## config.mk

```make
export PLATFORM = sky130hd
export DESIGN_NAME = reg_file_mp
export DESIGN_NICKNAME = d
export VERILOG_FILES = /design/src/rtl/reg_file_mp.sv
export SDC_FILE = /design/constraint.sdc
export NUM_CORES = 1
export LEC_CHECK = 0
export BUFFER_PORTS_ARGS = -buffer_cell sky130_fd_sc_hd__buf_2
export CAP_MARGIN = 20
export CORE_UTILIZATION = 40
export DETAILED_ROUTE_END_ITERATION = 12
export PLACE_DENSITY = 0.63
export SLEW_MARGIN = 10
export SYNTH_ARGS = -nofsm -noshare
export SYNTH_HDL_FRONTEND = slang
export SYNTH_SLANG_ARGS = --single-unit
```

## constraint.sdc

```tcl
create_clock -name clock -period 5 [get_ports clock]
set_input_delay 1 -clock clock [delete_from_list [all_inputs] [get_ports clock]]
set_output_delay 1 -clock clock [all_outputs]
set_load 0.01 [all_outputs]
```

## src/rtl/reg_file_mp.sv

```systemverilog
// ---------------------------------------------------------------------------
// reg_file_mp: multi-port register file with per-register busy scoreboard.
//   NUM_READ combinational read ports with same-cycle write bypass, one
//   synchronous write (retire) port and one issue port that marks a
//   destination register as having an in-flight producer.
//   After reset a sequential sweep zeroes every register; `ready` rises
//   NUM_REGS clock edges after reset deasserts.
//
// Ports:
//   clock, reset      rising-edge clock, asynchronous active-high reset
//   ready             high once the clear sweep is done; writes/issues
//                     are only honoured while high
//   rd_addr/rd_data   packed read ports, port i at [i*W +: W]
//   rd_busy           scoreboard flag per read port
//   wr_en/addr/data   retire: write data and clear busy
//   issue_en/rd       issue: set busy for the destination register
// ---------------------------------------------------------------------------
module reg_file_mp #(
  parameter int WORD_SIZE = 32,
  parameter int NUM_REGS  = 32,
  parameter int NUM_READ  = 2,
  parameter int ZERO_REG  = 1,
  localparam int ADDR_W   = $clog2(NUM_REGS)
) (
  input  logic                          clock,
  input  logic                          reset,
  output logic                          ready,
  input  logic [NUM_READ*ADDR_W-1:0]    rd_addr,
  output logic [NUM_READ*WORD_SIZE-1:0] rd_data,
  output logic [NUM_READ-1:0]           rd_busy,
  input  logic                          wr_en,
  input  logic [ADDR_W-1:0]             wr_addr,
  input  logic [WORD_SIZE-1:0]          wr_data,
  input  logic                          issue_en,
  input  logic [ADDR_W-1:0]             issue_rd
);

  typedef enum logic {
    ST_CLEAR = 1'b0,
    ST_RUN   = 1'b1
  } state_e;

  localparam logic [ADDR_W-1:0] LAST_IDX = ADDR_W'(NUM_REGS - 1);
  localparam bit                HAS_ZERO = (ZERO_REG != 0);

  state_e                state_q;
  logic [ADDR_W-1:0]     clr_idx_q;
  logic                  ready_q;
  logic [NUM_REGS-1:0]   busy_q;
  logic [NUM_REGS-1:0]   busy_d;
  logic [WORD_SIZE-1:0]  regs_q [NUM_REGS];

  logic                  run;
  logic                  wr_ok;

  assign run   = (state_q == ST_RUN);
  assign ready = ready_q;

  // Writes to the hardwired zero register are dropped so its storage
  // keeps the value the sweep gave it.
  assign wr_ok = run && wr_en && !(HAS_ZERO && (wr_addr == '0));

  // -------------------------------------------------------------------------
  // Sweep / run control. ready is registered alongside the state so it
  // rises on the edge that performs the final clear write.
  // -------------------------------------------------------------------------
  always_ff @(posedge clock or posedge reset) begin
    if (reset) begin
      state_q   <= ST_CLEAR;
      clr_idx_q <= '0;
      ready_q   <= 1'b0;
    end else begin
      case (state_q)
        ST_CLEAR: begin
          clr_idx_q <= clr_idx_q + ADDR_W'(1);
          if (clr_idx_q == LAST_IDX) begin
            state_q <= ST_RUN;
            ready_q <= 1'b1;
          end
        end
        ST_RUN: begin
          ready_q <= 1'b1;
        end
        default: begin
          state_q   <= ST_CLEAR;
          clr_idx_q <= '0;
          ready_q   <= 1'b0;
        end
      endcase
    end
  end

  // -------------------------------------------------------------------------
  // Storage. No reset on the array itself: contents become defined through
  // the sweep, which shares this single write port with the retire path.
  // -------------------------------------------------------------------------
  always_ff @(posedge clock) begin
    if (!run) begin
      regs_q[clr_idx_q] <= '0;
    end else if (wr_ok) begin
      regs_q[wr_addr] <= wr_data;
    end
  end

  // -------------------------------------------------------------------------
  // Scoreboard. The set is applied after the clear so that, on a matching
  // address, the newly issued producer supersedes the retiring one.
  // -------------------------------------------------------------------------
  always_comb begin
    busy_d = busy_q;
    if (run) begin
      if (wr_en) begin
        busy_d[wr_addr] = 1'b0;
      end
      if (issue_en) begin
        busy_d[issue_rd] = 1'b1;
      end
    end
    if (HAS_ZERO) begin
      busy_d[0] = 1'b0;
    end
  end

  always_ff @(posedge clock or posedge reset) begin
    if (reset) begin
      busy_q <= '0;
    end else begin
      busy_q <= busy_d;
    end
  end

  // -------------------------------------------------------------------------
  // Read ports. Priority: zero register, then write bypass, then storage.
  // A same-cycle retire also masks the busy flag so data and hazard status
  // stay consistent for the decode stage.
  // -------------------------------------------------------------------------
  for (genvar p = 0; p < NUM_READ; p++) begin : g_rd
    logic [ADDR_W-1:0] addr;
    logic              is_zero;
    logic              hit;

    assign addr    = rd_addr[p*ADDR_W +: ADDR_W];
    assign is_zero = HAS_ZERO && (addr == '0);
    assign hit     = run && wr_en && (wr_addr == addr);

    assign rd_data[p*WORD_SIZE +: WORD_SIZE] =
        (!run || is_zero) ? '0      :
        hit               ? wr_data :
                            regs_q[addr];

    assign rd_busy[p] = run && !is_zero && busy_q[addr] && !hit;
  end

endmodule

```

# ---- After elaboration in Yosys (flattened, before gate mapping)
# Memories as Yosys holds them, arrays and structs flattened.
# Cells that the tools add are included.
dict set report word_totals {
  register_bits 38
  latchBits 0
  ramBits 1024
  mem_bits_ro 0
  in_bits 56
  word_cells 70
  memories 1
}
dict set report op_classes {
  n_addsub 1
  n_mul 0
  div_mod_pow 0
  order_cmp 6
  n_eq_ne 4
  n_shift 0
  mux 26
  bitwise_logic 4
  reduce_logical 24
}
# name words word_bits rd rd_ports_with_merged_regs write_ports line_no
set memory_table {}
lappend memory_table {regs_q 32 32 2 0 1 51} ;# logic [WORD_SIZE-1:0] regs_q [NUM_REGS];
# cell n
set op_table {}
lappend op_table {{32-bit two-way mux} 8}
lappend op_table {{32-bit AND} 1}
lappend op_table {{32-bit inverter} 1}
lappend op_table {{32-bit OR} 1}
lappend op_table {{32-bit OR reduction} 1}
lappend op_table {{5-bit by 6-bit < comparator with 1-bit output, second input constant} 4}
lappend op_table {{5-bit logical NOT} 3}
lappend op_table {{1-bit logical AND} 12}
lappend op_table {{1-bit two-way mux} 12}
lappend op_table {{1-bit binary-select mux with 5-bit select} 2}
lappend op_table {{1-bit demux with 5-bit select} 2}
lappend op_table {{5-bit equality test} 2}
lappend op_table {{5-bit by 1-bit greater-or-equal comparator with 1-bit output, second input constant} 2}
lappend op_table {{1-bit logical NOT} 6}
lappend op_table {{5-bit by 1-bit adder with 5-bit output, second input constant} 1}
lappend op_table {{5-bit equality test, second input constant} 1}
lappend op_table {{5-bit two-way mux} 1}
lappend op_table {{1-bit logical OR} 2}
lappend op_table {{2-bit != test, second input constant} 1}
lappend op_table {{1-bit case mux with 2 select lines} 1}
lappend op_table {{1-bit inverter} 1}

# ---- Logic depth before layout (Yosys ltp)
dict set report depth {
  depth_word 10
  depth_mapped 10
  mapped_depth_nobuf 5
}

# ---- Least setup slack after synthesis
# OpenSTA, ideal clock, no wires.
dict set report synth_timing {
  kind {input to register}
  from {input port wr_addr[4]}
  to {memory regs_q[2][0] (enable)}
  setup_ns 0.461
  arrival_ns 4.451
  required_ns 4.539
  setup_slack_ns 0.088
  path_stages 5
  n_path_buf 1
  path_cell_list {clkbuf_1 -> or3_1 -> o31a_1 -> mux2_2 -> nor3_1}
}
dict set report synth_via {
  elab_chain_cells 8
  elab_cells_between_ends 9
}
# element line_no
set synth_lines {}
lappend synth_lines {{start, declared} 32} ;# input logic [ADDR_W-1:0] wr_addr,
lappend synth_lines {{5-bit logical NOT} 61} ;# assign wr_ok = run && wr_en && !(HAS_ZERO && (wr_addr == '0));
lappend synth_lines {{1-bit logical NOT} 61}
lappend synth_lines {{1-bit logical AND} 61}
lappend synth_lines {{1-bit two-way mux} 100} ;# end else if (wr_ok) begin
lappend synth_lines {{1-bit two-way mux} 98} ;# if (!run) begin
lappend synth_lines {{1-bit two-way mux (implied by the code)} 101} ;# regs_q[wr_addr] <= wr_data;
lappend synth_lines {{32-bit OR reduction (no source line)} --}
lappend synth_lines {{5-bit two-way mux (no source line) or 1-bit two-way mux (tied branches)} --}
lappend synth_lines {{end, declared} 51}
# Several ways; a longest one is shown, not always the timed one.

# ---- Worst setup path in the final report
dict set report layout_timing {
  from {input port rd_addr[5]}
  to {output port rd_data[49]}
}
dict set report layout_via {
  elab_chain_cells 4
  elab_cells_between_ends 7
}
# element line_no
set layout_lines {}
lappend layout_lines {{start, declared} 28} ;# input logic [NUM_READ*ADDR_W-1:0] rd_addr,
lappend layout_lines {{branches (longest 3 deep; another with memory read 32 x 32 bit)} --}
lappend layout_lines {{32-bit two-way mux (*)} 147} ;# (!run || is_zero) ? '0 :
lappend layout_lines {{end, declared} 29} ;# output logic [NUM_READ*WORD_SIZE-1:0] rd_data,
# Mark *: on every way between the ends.

==> flow_summary.ini <==
[worst_setup_path]
cp_slowest_stage_delay_ns = 0.51
cpLargestDelayFamily = buffers and inverters
cp-start-kind = input port
path_class = in2out
crit_buf_inv = 4
cp-end-kind = output pin
arrival_ns = 3.43
cp_max_fo = 26
path_cells = buf_8 -> buf_12 -> buf_4 -> mux4_2 -> mux2i_1 -> a21oi_1 -> a221o_1 -> buf_2
cp.required_ns = 4.00
cp_slowest_cell = mux4_2

[die]
die_y_um = 358
row_count = 130
die_area_um2 = 128000
die_x_um = 358
start_util = 0.403
core_area_um2 = 126000
io_pins = 123

[clocking]
cts_resized = 0
cts_buffer_depth = 3
htreeDepth = 3
clock_latency_ns = 0.70
root_buffer = clkbuf_16
cts_buffers = 106
clock_sinks = 1062
ctsHoldBuffers = 0
cts_tree = yes
cts_setup_buffers = 0
clk_pin_slew_ns = 0.06

[logic_synthesis]
ys_ff_latch = 1062
synth_edf_count = 1024
synthCells = 2783
syn_nets = 2841
yosys_warnings = 0
synthArstFlopShare = 0.0358
synthFlopType = edfxtp_1
avgSynthCellArea_um2 = 18.2
synth_area_um2 = 50600
ys_seq_area_frac = 0.626
synthDistinctLibCells = 55

[layout]
final_util = 0.461
fin_nets = 3021
layout-drive-gt1-share = 0.327
area_growth_pct = 14.4

[timing]
tightest_slew_ns = 1.20
setup_viol_count_final = 0
finalHoldViolCount = 0
fin_tns_setup_ns = 0
drv_slew = 0
rsz0062_at_grt = false
hold_slack_ns = 0.431
period_minus_slack_ns = 4.43
period_share = 0.885
slew-limit-headroom = 0.200
skew_ns = 0.0257
clock.fmax_ghz = 0.226

[drt]
drc = 0
vias_per_cell = 6.64
routedWlPerCell_um = 34.3
vias = 31176
drt-total-wl_mm = 161
drt_iter0_markers = 3975
first_pass_iters = 7
postRouteAntennaNets = 0

[grt]
grt_pass1_vias = 32166
grt_antenna_before_repair = 2
groute.usage.overall = 0.250
grt_pass1_wl_mm = 228
grt_max_degree = 59
grt_overflow_total = 0

[place]
dp_hpwl_mm = 94.0
numPortBuffers = 122
gp_congestion = 0.843

[flow_run]
maxCapViolCount = 0

[hold_path]
hp-class = in2async

[power]
switching_share = 0.233
power_density_nw_per_um2 = 336
totalPowerFinal_uw = 19500
p_leak_uw = 0.0204
switching_power_uw = 4530
intPower_uw = 14900
p_clk_frac = 0.400
comb_power_share = 0.094
p_seq_frac = 0.506
peakVddDrop_mv = 0.241

[run_status]
status = completed
area by class of cell:
type | count | area, um2
multi-input combinational | 1484 | 18100
inverter | 9 | 35.0
tap | 1650 | 2060
clock buffer | 132 | 2790
timing repair buffer | 300 | 2710
antenna | 1 | 2.50
clock inverter | 60 | 556
fill | 10475 | 67600
sequential | 1062 | 31700
cells by family (layout without fill, tap and decap cells):
logic type,after synthesis,after routing,share of synthesized area
DFF,1062,1062,0.626
muxes,726,726,0.252
AOI/OAI and AO/OA,531,531,0.0739
buffers and inverters,237,501,0.0226
and+or+nand+nor,212,212,0.0225
xor gates and xnor gates,13,13,0.00225
adders and majority gates,2,2,0.000494
other,0,1,0
synth_stat cells, types with 34 or more instances:
master,instances,area share
nand2_1,38,0.0028
and2_1,35,0.0043
dfrtp_1,38,0.019
o22ai_1,60,0.0074
mux2i_1,230,0.045
o21ai_0,69,0.0068
buf_2,61,0.0060
nor2b_1,34,0.0042
clkbuf_1,117,0.0087
a211oi_1,58,0.0086
a21oi_1,94,0.0093
nor2_1,42,0.0031
mux2_2,65,0.014
mux4_2,431,0.19
a221oi_1,66,0.011
edfxtp_1,1024,0.61
worst reg2reg max path, cell delays in order (launching register included):
cell and delay, ns:
dfrtp_1 0.34, and2_1 0.35, o31a_2 0.52, buf_4 0.62, mux2_2 0.52, nor2_4 0.14
buf_4 0.39
registers in the layout, summed over array words and instances (netlist names):
signal / count
regs_q: 1024
busy_q: 31
clr_idx_q: 5
ready: 1
run: 1
cell usage in the layout, fill, tap and decap left out, types with 5 or more instances in the layout:
master,Yosys,final
o211ai_1,7,7
and2_1,35,35
edfxtp_1,1024,1024
nand3_1,12,12
o22ai_1,60,60
clkbuf_16,0,107
a211oi_1,58,58
clkinv_2,0,20
buf_4,24,123
nand2b_1,8,7
mux4_2,431,431
clkinv_1,0,23
inv_1,7,5
buf_2,61,115
nor3_2,0,5
o21ai_0,69,69
buf_8,0,5
nor2_1,42,11
nand3b_1,9,9
o21bai_1,30,30
nor2b_1,34,32
buf_12,0,56
a21o_1,28,28
nand2_1,38,35
o21ai_1,10,10
bufinv_16,0,9
nor2_4,0,31
clkbuf_1,117,23
mux2i_1,230,230
a22oi_1,31,31
a222oi_1,28,28
a21oi_1,94,94
mux2_2,65,65
a221o_1,31,31
dfrtp_1,38,38
a221oi_1,66,66
or3_1,7,7
xnor2_1,12,12
layer usage:
layer / wire length [um] / vias up / track usage
met1: 59300 / 16555 / 0.316
met4: 7070 / 2 / 0.105
li1: - / 12345 / -
met5: 13 / - / 0
met3: 13900 / 413 / 0.0429
met2: 81000 / 1861 / 0.428
path summary, 6_finish.rpt:
kind | start | end | slack [ns] | depth (start not counted)
setup / recovery | rd_addr[5] | rd_data[49] | 0.57 | 8
hold / removal | reset | run | 0.43 | 3
setup reg to reg | run | regs_q[25][14] | 1.69 | 6
hold reg to reg | ready | ready | 0.46 | 1
max in group asynchronous | reset | busy_q[28] | 4.20 | 3
min in group clock | ready | ready | 0.46 | 1
stage by stage:
step	cells	worst slack (ns)	area, um2
3_5_place_dp	4504	0.514	54600
3_3_place_gp	4504	0.565	54600
6_report	4698	0.575	57900
5_1_grt	4697	0.459	57900
4_1_cts	4696	0.512	57900
2_1_floorplan	2783	0.0885	50600
power by group through the flow:
stage                     Combinational (uW)  Clock (uW)  Sequential (uW)
after detailed placement                1830           0            10000
after global placement                  1790           0            10000
after CTS                               1830        7860             9850
after global routing                    1930        8180             9850
after floorplan                         1120           0            10000
final                                   1840        7790             9850
Power figures use the tool's default switching activity.
